===== config.mk =====
export PLATFORM = sky130hd
export DESIGN_NAME = als_lux_filter_flat
export DESIGN_NICKNAME = d
export VERILOG_FILES = /design/src/rtl/als_lux_filter_if.sv /design/src/rtl/als_lux_filter.sv /design/src/flat_wrapper.sv
export SDC_FILE = /design/constraint.sdc
export NUM_CORES = 1
export LEC_CHECK = 0
export ABC_CLOCK_PERIOD_IN_PS = 4500
export BUFFER_PORTS_ARGS = -buffer_cell sky130_fd_sc_hd__buf_4
export CAP_MARGIN = 10
export CORE_AREA = 2 2 133 135
export CTS_CLUSTER_DIAMETER = 100
export CTS_CLUSTER_SIZE = 12
export DETAILED_ROUTE_END_ITERATION = 8
export DIE_AREA = 0 0 135 137
export SLEW_MARGIN = 20
export SYNTH_ARGS = -nofsm -noshare
export SYNTH_HDL_FRONTEND = slang
export SYNTH_SLANG_ARGS = --single-unit

===== constraint.sdc =====
create_clock -name i_system_clock -period 4.5 [get_ports i_system_clock]
set_input_delay 0.45 -clock i_system_clock [delete_from_list [all_inputs] [get_ports i_system_clock]]
set_output_delay 0.45 -clock i_system_clock [all_outputs]
set_load 0.05 [all_outputs]

===== src/rtl/als_lux_filter_if.sv =====
// ----------------------------------------------------------------------------
// als_lux_filter_if
//   Groups the light-value input and the filtered result outputs of the
//   ALS lux filter into one bundle.
//   Signals:
//     i_value      8  light value from the ALS controller
//     o_average    8  window average
//     o_avg_valid  1  one-cycle pulse when o_average / o_bright update
//     o_bright     1  hysteresis flag
//     o_filled     1  window holds a full set of samples
//   Modports:
//     slave   - the filter (consumes i_value, drives the results)
//     master  - the surrounding logic (drives i_value, consumes the results)
// ----------------------------------------------------------------------------
interface als_lux_filter_if;
    logic [7:0] i_value;
    logic [7:0] o_average;
    logic       o_avg_valid;
    logic       o_bright;
    logic       o_filled;

    modport slave (
        input  i_value,
        output o_average,
        output o_avg_valid,
        output o_bright,
        output o_filled
    );

    modport master (
        output i_value,
        input  o_average,
        input  o_avg_valid,
        input  o_bright,
        input  o_filled
    );
endinterface


===== src/rtl/als_lux_filter.sv =====
// ----------------------------------------------------------------------------
// als_lux_filter
//   Decimates the free-running ALS light value to one sample every SAMPLE_DIV
//   clocks, keeps a boxcar average over the last 2^LOG2_DEPTH samples and
//   derives a bright/dark flag with hysteresis from the average.
//   Ports:
//     i_system_clock  in  system clock, rising edge
//     i_aresetn       in  synchronous active-low reset
//     bus             slave side of als_lux_filter_if (value in, results out)
// ----------------------------------------------------------------------------
module als_lux_filter #(
    parameter int unsigned SAMPLE_DIV = 1000,
    parameter int unsigned LOG2_DEPTH = 3,
    parameter logic [7:0]  TH_HIGH    = 8'd160,
    parameter logic [7:0]  TH_LOW     = 8'd96
) (
    input  logic             i_system_clock,
    input  logic             i_aresetn,
    als_lux_filter_if.slave  bus
);
    localparam int DATA_W = 8;
    localparam int DEPTH  = 1 << LOG2_DEPTH;
    localparam int SUM_W  = DATA_W + LOG2_DEPTH;
    localparam int CNT_W  = $clog2(SAMPLE_DIV);
    localparam int FILL_W = LOG2_DEPTH + 1;

    if (SAMPLE_DIV < 4) begin : g_chk_div
        $error("als_lux_filter: SAMPLE_DIV must be >= 4");
    end
    if (LOG2_DEPTH < 1 || LOG2_DEPTH > 4) begin : g_chk_depth
        $error("als_lux_filter: LOG2_DEPTH must be in 1..4");
    end
    if (TH_LOW >= TH_HIGH) begin : g_chk_th
        $error("als_lux_filter: TH_LOW must be below TH_HIGH");
    end

    typedef enum logic [1:0] {
        S_WAIT,
        S_CAPTURE,
        S_ACCUM,
        S_OUTPUT
    } state_t;

    state_t                 state;
    state_t                 state_next;
    logic [CNT_W-1:0]       tick_cnt;
    logic                   tick;
    logic [DATA_W-1:0]      value_p0;
    logic [DATA_W-1:0]      sample_p1;
    logic [DATA_W-1:0]      sample_buf [DEPTH];
    logic [SUM_W-1:0]       sum_p2;
    logic [LOG2_DEPTH-1:0]  wr_ptr;
    logic [FILL_W-1:0]      fill_cnt;

    function automatic logic [DATA_W-1:0] window_avg(input logic [SUM_W-1:0] sum);
        window_avg = sum[SUM_W-1:LOG2_DEPTH];
    endfunction

    function automatic logic bright_next(input logic [DATA_W-1:0] avg, input logic prev);
        bright_next = prev;
        if (avg >= TH_HIGH) begin
            bright_next = 1'b1;
        end else if (avg <= TH_LOW) begin
            bright_next = 1'b0;
        end
    endfunction

    // Free-running decimation counter, independent of the FSM.
    assign tick = (tick_cnt == CNT_W'(SAMPLE_DIV - 1));

    always_ff @(posedge i_system_clock) begin
        if (!i_aresetn) begin
            tick_cnt <= '0;
        end else if (tick) begin
            tick_cnt <= '0;
        end else begin
            tick_cnt <= tick_cnt + CNT_W'(1);
        end
    end

    always_ff @(posedge i_system_clock) begin
        if (!i_aresetn) begin
            state <= S_WAIT;
        end else begin
            state <= state_next;
        end
    end

    always_comb begin
        state_next = state;
        case (state)
            S_WAIT:    if (tick) state_next = S_CAPTURE;
            S_CAPTURE: state_next = S_ACCUM;
            S_ACCUM:   state_next = S_OUTPUT;
            S_OUTPUT:  state_next = S_WAIT;
            default:   state_next = S_WAIT;
        endcase
    end

    // Stage p0: input registered every cycle; on the tick edge it holds the tick value.
    always_ff @(posedge i_system_clock) begin
        value_p0 <= bus.i_value;
    end

    // Stage p1: latch the decimated sample.
    always_ff @(posedge i_system_clock) begin
        if (state == S_CAPTURE) begin
            sample_p1 <= value_p0;
        end
    end

    // Stage p2: replace the oldest window entry and update the running sum.
    // Subtract and add in one SUM_W expression so the intermediate never underflows.
    always_ff @(posedge i_system_clock) begin
        if (!i_aresetn) begin
            for (int i = 0; i < DEPTH; i++) begin
                sample_buf[i] <= '0;
            end
            sum_p2   <= '0;
            wr_ptr   <= '0;
            fill_cnt <= '0;
        end else if (state == S_ACCUM) begin
            sum_p2             <= sum_p2 - SUM_W'(sample_buf[wr_ptr]) + SUM_W'(sample_p1);
            sample_buf[wr_ptr] <= sample_p1;
            wr_ptr             <= wr_ptr + LOG2_DEPTH'(1);
            if (fill_cnt != FILL_W'(DEPTH)) begin
                fill_cnt <= fill_cnt + FILL_W'(1);
            end
        end
    end

    // Stage p3: publish the average once the window is full.
    always_ff @(posedge i_system_clock) begin
        if (!i_aresetn) begin
            bus.o_average   <= '0;
            bus.o_avg_valid <= 1'b0;
            bus.o_bright    <= 1'b0;
            bus.o_filled    <= 1'b0;
        end else begin
            bus.o_avg_valid <= 1'b0;
            if (state == S_OUTPUT && fill_cnt == FILL_W'(DEPTH)) begin
                bus.o_average   <= window_avg(sum_p2);
                bus.o_avg_valid <= 1'b1;
                bus.o_bright    <= bright_next(window_avg(sum_p2), bus.o_bright);
                bus.o_filled    <= 1'b1;
            end
        end
    end
endmodule


===== src/flat_wrapper.sv =====
// flat-port wrapper written by rule: the top's interface ports become plain ports
module als_lux_filter_flat 
#(
    parameter int unsigned SAMPLE_DIV = 1000,
    parameter int unsigned LOG2_DEPTH = 3,
    parameter logic [7:0]  TH_HIGH    = 8'd160,
    parameter logic [7:0]  TH_LOW     = 8'd96
)
  (i_system_clock, i_aresetn, bus_i_value, bus_o_average, bus_o_avg_valid, bus_o_bright, bus_o_filled);
  als_lux_filter_if bus_i ();
  input  logic i_system_clock;
  input  logic i_aresetn;
  input wire logic [$bits(bus_i.i_value)-1:0] bus_i_value;
  output wire logic [$bits(bus_i.o_average)-1:0] bus_o_average;
  output wire logic [$bits(bus_i.o_avg_valid)-1:0] bus_o_avg_valid;
  output wire logic [$bits(bus_i.o_bright)-1:0] bus_o_bright;
  output wire logic [$bits(bus_i.o_filled)-1:0] bus_o_filled;
  assign bus_i.i_value = bus_i_value;
  assign bus_o_average = bus_i.o_average;
  assign bus_o_avg_valid = bus_i.o_avg_valid;
  assign bus_o_bright = bus_i.o_bright;
  assign bus_o_filled = bus_i.o_filled;
  als_lux_filter #(.SAMPLE_DIV(SAMPLE_DIV), .LOG2_DEPTH(LOG2_DEPTH), .TH_HIGH(TH_HIGH), .TH_LOW(TH_LOW)) u_core (.i_system_clock(i_system_clock), .i_aresetn(i_aresetn), .bus(bus_i));
endmodule

### After elaboration in Yosys (flattened, before gate mapping)

Memories as Yosys holds them, arrays and structs flattened. A register that Yosys moved wholly into a read port is not among the register bits.
Index checks and enable logic that the tools add are counted.

* flip-flop bits (word level): 57
* latch bits: 0
* RAM bits: 64
* memory bits (read-only): 0
* input port bits: 10
* output and inout port bits: 11
* memories kept: 1

Memories
* u_core.sample_buf: depth 8, width 8, read ports 1, clocked after Yosys merged registers in 1, wr ports 8, RTL line als_lux_filter.sv:50 `logic [DATA_W-1:0] sample_buf [DEPTH];`

* add/sub/neg operators: 5
* multiply operators: 0
* div/mod/pow operators: 0
* $lt $le $gt $ge: 2
* equal/unequal tests: 7
* shift-type cells: 0
* muxes and demuxes: 14
* bitwise operators: 1
* reduce and logical (&&, ||, !) cells: 7

Operators by type and width (number)
* 11-bit by 8-bit adder with 11-bit output: 1
* 11-bit by 8-bit subtractor with 11-bit output: 1
* 10-bit by 1-bit adder with 10-bit output (second input constant): 1
* 10-bit equality test (second input constant): 1
* 3-bit two-way mux: 3
* 8-bit >= comparator (second input constant): 1
* 8-bit by 7-bit <= comparator with 1-bit output (second input constant): 1
* 1-bit two-way mux: 8
* 8-bit two-way mux: 1
* 2-bit one-hot mux with 4 select lines: 1
* 8-bit OR reduction: 1
* 4-bit by 1-bit adder with 4-bit output (second input constant): 1
* 2-bit equality test (second input constant): 2
* 4-bit equality test (second input constant): 1
* 4-bit inequality test (second input constant): 1
* 2-bit AND reduction: 2
* 3-bit by 1-bit adder with 3-bit output (second input constant): 1
* 2-bit by 1-bit equality test with 1-bit output (second input constant): 1
* 2-bit logical NOT: 1
* 2-bit two-way mux: 1
* 2-bit by 1-bit inequality test with 1-bit output (second input constant): 1
* 2-bit nonzero test: 1
* 2-bit OR reduction: 1
* 1-bit logical AND: 1
* 1-bit NOT: 1

### Longest topological paths before layout

* depth after elaboration: 6
* mapped depth: 13
* gate-level depth less buffers: 11

### Least setup slack after synthesis

Ideal clock, no wire load.

* path kind: reg2reg
* start point: register (tool-made name)
* end point: register u_core.sum_p2[10]
* arrival time: 3.101 ns
* data required time: 4.370 ns
* path slack: 1.269 ns
* cell stages (with the launch flop): 13
* buffers on the path: 2
* cells stage by stage: dfxtp_1 buf_6 buf_12 mux4_1 mux2_2 fa_1 inv_1 fa_1 a21oi_1 o211ai_1 a31oi_1 xor2_1 o21ai_0

RTL lines
* end signal, assigned: RTL line als_lux_filter.sv:123 `sum_p2 <= sum_p2 - SUM_W'(sample_buf[wr_ptr]) + SUM_W'(sample_p1);`
* end, declared: RTL line als_lux_filter.sv:51 `logic [SUM_W-1:0] sum_p2;`

==> flow_summary.toml <==
[outcome]
status = "complete, no violations"

[grt]
gr-max-usage-layer = "met2"
grt-ovfl-total = 0
grt_usage = 0.145
grt_antenna_before_repair = 0
grt_max_degree = 46
met2_usage = 0.237
grtUsageMet1 = 0.183
grt_use_met3 = 0.0400
grt_pass1_wl_mm = 20.3
grt_pass1_vias = 3822

[power]
power_frac_seq = 0.416
p_per_area_nw_per_um2 = 450
p_sw_mw = 0.760
p_comb_frac = 0.128
pwr-share-clk = 0.456
p_int_mw = 2.32
fin_total_pwr_mw = 3.08
leakage_nw = 2.51
peakVddDrop_uv = 268
sw_frac_of_total = 0.247

[logic_synthesis]
synthMuxAreaShare = 0.0940
synth_compound_gate_area_share = 0.0594
yosysWarnings = 0
synth_fa_ha_area_frac = 0.0765
synth_edf_count = 72
synthSimpleGateAreaFrac = 0.142
ys_ff_latch = 124
seq_area_frac_synth = 0.547
ys.flop_type = "edfxtp_1"
synth_xor_xnor_area_share = 0.0299
syn_nets = 525
syn_area_um2 = 5860
netlist_instances = 484
synthArstFlopShare = 0
ys_types = 47
avgSynthCellArea_um2 = 12.1
synth_top_family_by_area = "simple AND/OR/NAND/NOR gates"

[critical_path]
crit_chain = "buf_4 > mux4_1 > mux2_2 > fa_1 > inv_1 > fa_1 > a21oi_1 > o211ai_1 > a31oi_1 > xor2_1 > o21ai_0"
reg2regPathDepth = 11
path_class = "reg -> reg"
slowest_stage = "mux4_1"
critical_path_peak_fanout = 13
crit_required_ns = 4.79
cpPeakStageDelay_ns = 0.59
endpoint_kind = "register"
cp_num_buf_inv = 2
cp.arrival_ns = 3.86
start_kind = "register"
cp_common_cell = "fa_1"
critPathTopFamily = "adder cells"
cp.depth = 11

[min_path]
min_path_type = "in -> reg"
whs_path_depth = 1

[sta]
skew_ns = 0.00534
setup_tns_ns = 0
hold_viol_final = 0
setup_viol = 0
min_period_ns = 3.57
finalMaxSlewViolations = 0
rsz0062_at_grt = "false"
fin_crit_sh = 0.793
worstMarginPinSlew_ns = 0.805
max-slew-margin-rel = 0.459
max_freq_ghz = 0.280

[floorplanning]
rows = 48
boundaryPins = 21
start_util = 0.343
core_um2 = 17100
fp.dieH_um = 137
die_area_um2 = 18500
fp.dieW_um = 135

[layout]
stdcell_area_um2 = 6860
mostFrequentLayoutCell = "edfxtp_1"
area_growth_pct = 17.1
fillCellCount = 1621
drive_above_1_share = 0.144
nets = 548
layout_common_cells = "72 x edfxtp_1, 52 x dfxtp_1, 35 x nand2_1"
diodes = 0

[routing]
firstDrtPassIters = 4
first_iter_violations = 286
drc = 0
ant_nets = 0
wl_mm = 12.2
wire_per_inst_um = 16.4
vias = 3742
vias_per_cell = 5.02

[placed_design]
placed_cell_area_um2 = 6250
gp_congestion = 0.783
hpwl_mm = 8.31
port_buffers = 20

[clock_network]
cts_tree = "done"
ctsHoldBuffers = 0
cts.reportedPaths.clkPinSlew_ns = 0.06
cts_setup_buffers = 0
ctsLongestPathBuffers = 2
cts_root_buf = "clkbuf_16"
cts-buffers-inserted = 17
clk_latency_ns = 0.42
post_cts_resized = 0
clock-sinks = 124
cts_max_level = 4

[job]
maxCapViolCount = 0
-- sequential cells by signal, summed over array words and instances (netlist names), 2 cells and up, named ones only --
name	count
u_core.sum_p2	11
u_core.bus.o_average	8
u_core.value_p0	8
u_core.sample_buf	64
u_core.tick_cnt	10
u_core.fill_cnt	4
u_core.wr_ptr	3
u_core.sample_p1	8
u_core.state	2
-- Yosys cell counts (2+ instances only) --
cell type  instances  area [um^2]
edfxtp_1          72         2160
dfxtp_1           52         1040
nand2_1           35          131
inv_1             34          128
nor4_1            32          200
nor3_1            25          125
ha_1              23          288
clkbuf_1          21         78.8
and2_1            17          106
mux4_1            16          420
nand3_1           16         80.1
o21ai_0           13         65.1
a21boi_0          11         82.6
nor2_1            10         37.5
xnor2_1           10         87.6
xor2_1            10         87.6
a21oi_1            8         40.0
clkinv_1           8         30.0
fa_1               8          160
mux2_2             8         90.1
nor2b_1            5         31.3
buf_2              4         20.0
mux2i_1            4         40.0
o211ai_1           4         30.0
o31ai_1            4         30.0
a21o_1             3         22.5
a31oi_1            3         18.8
and3_1             3         18.8
buf_1              3         11.3
nand2b_1           3         18.8
nand3b_1           2         15.0
nand4_1            2         12.5
-- cell families (layout without fill, tap and decap cells) --
| family | count (synthesis) | count (layout) |
|---|---|---|
| AO/OA/AOI/OAI | 53 | 53 |
| XOR/XNOR | 20 | 20 |
| adder cells (fa/ha/maj) | 31 | 31 |
| buffers and inverters | 72 | 108 |
| flip-flops | 124 | 124 |
| multiplexers | 28 | 28 |
| AND/OR/NAND/NOR | 156 | 156 |
-- metal layers --
metal	routed length, um	share of wire
met1	5370	0.44
met2	6080	0.50
met3	604	0.049
met4	195	0.016
met5	0	0
-- stage by stage --
step	worst slack, ns	utilization	hold slack [ns]	std cells
final	0.932	0.402	0.131	745
after global routing	0.687	0.402	0.110	745
after CTS	0.929	0.402	0.113	745
after detailed placement	0.938	0.366	0.389	713
after global placement	1.00	0.366	0.388	713
after floorplan	1.27	-	0.386	484
-- power by group through the flow --
stage	clock network, mW	registers, mW	logic, mW
floorplan	0	1.29	0.291
global placement	0	1.30	0.380
detailed placement	0	1.31	0.394
CTS	1.43	1.28	0.399
global route	1.50	1.29	0.446
finish	1.41	1.28	0.394
-- cell type report --
type | instances | area, um^2 | share of cell area
clock buffer | 18 | 429 | 0.0626
clock inverter | 14 | 176 | 0.0257
inverter | 42 | 158 | 0.0230
multi-input combinational | 288 | 2350 | 0.343
sequential | 124 | 3200 | 0.467
tap | 225 | 282 | 0.0411
timing repair buffer | 34 | 255 | 0.0372
-- final timing paths --
kind	startpoint	slack [ns]	to
max	register	0.93	u_core.sum_p2[10]
min	bus_i_value[1]	0.13	u_core.value_p0[1]
min reg2reg	u_core.value_p0[3]	0.40	u_core.sample_p1[3]
max reg2reg	register	0.93	u_core.sum_p2[10]
No activity file was read; power rests on OpenSTA's default activity.
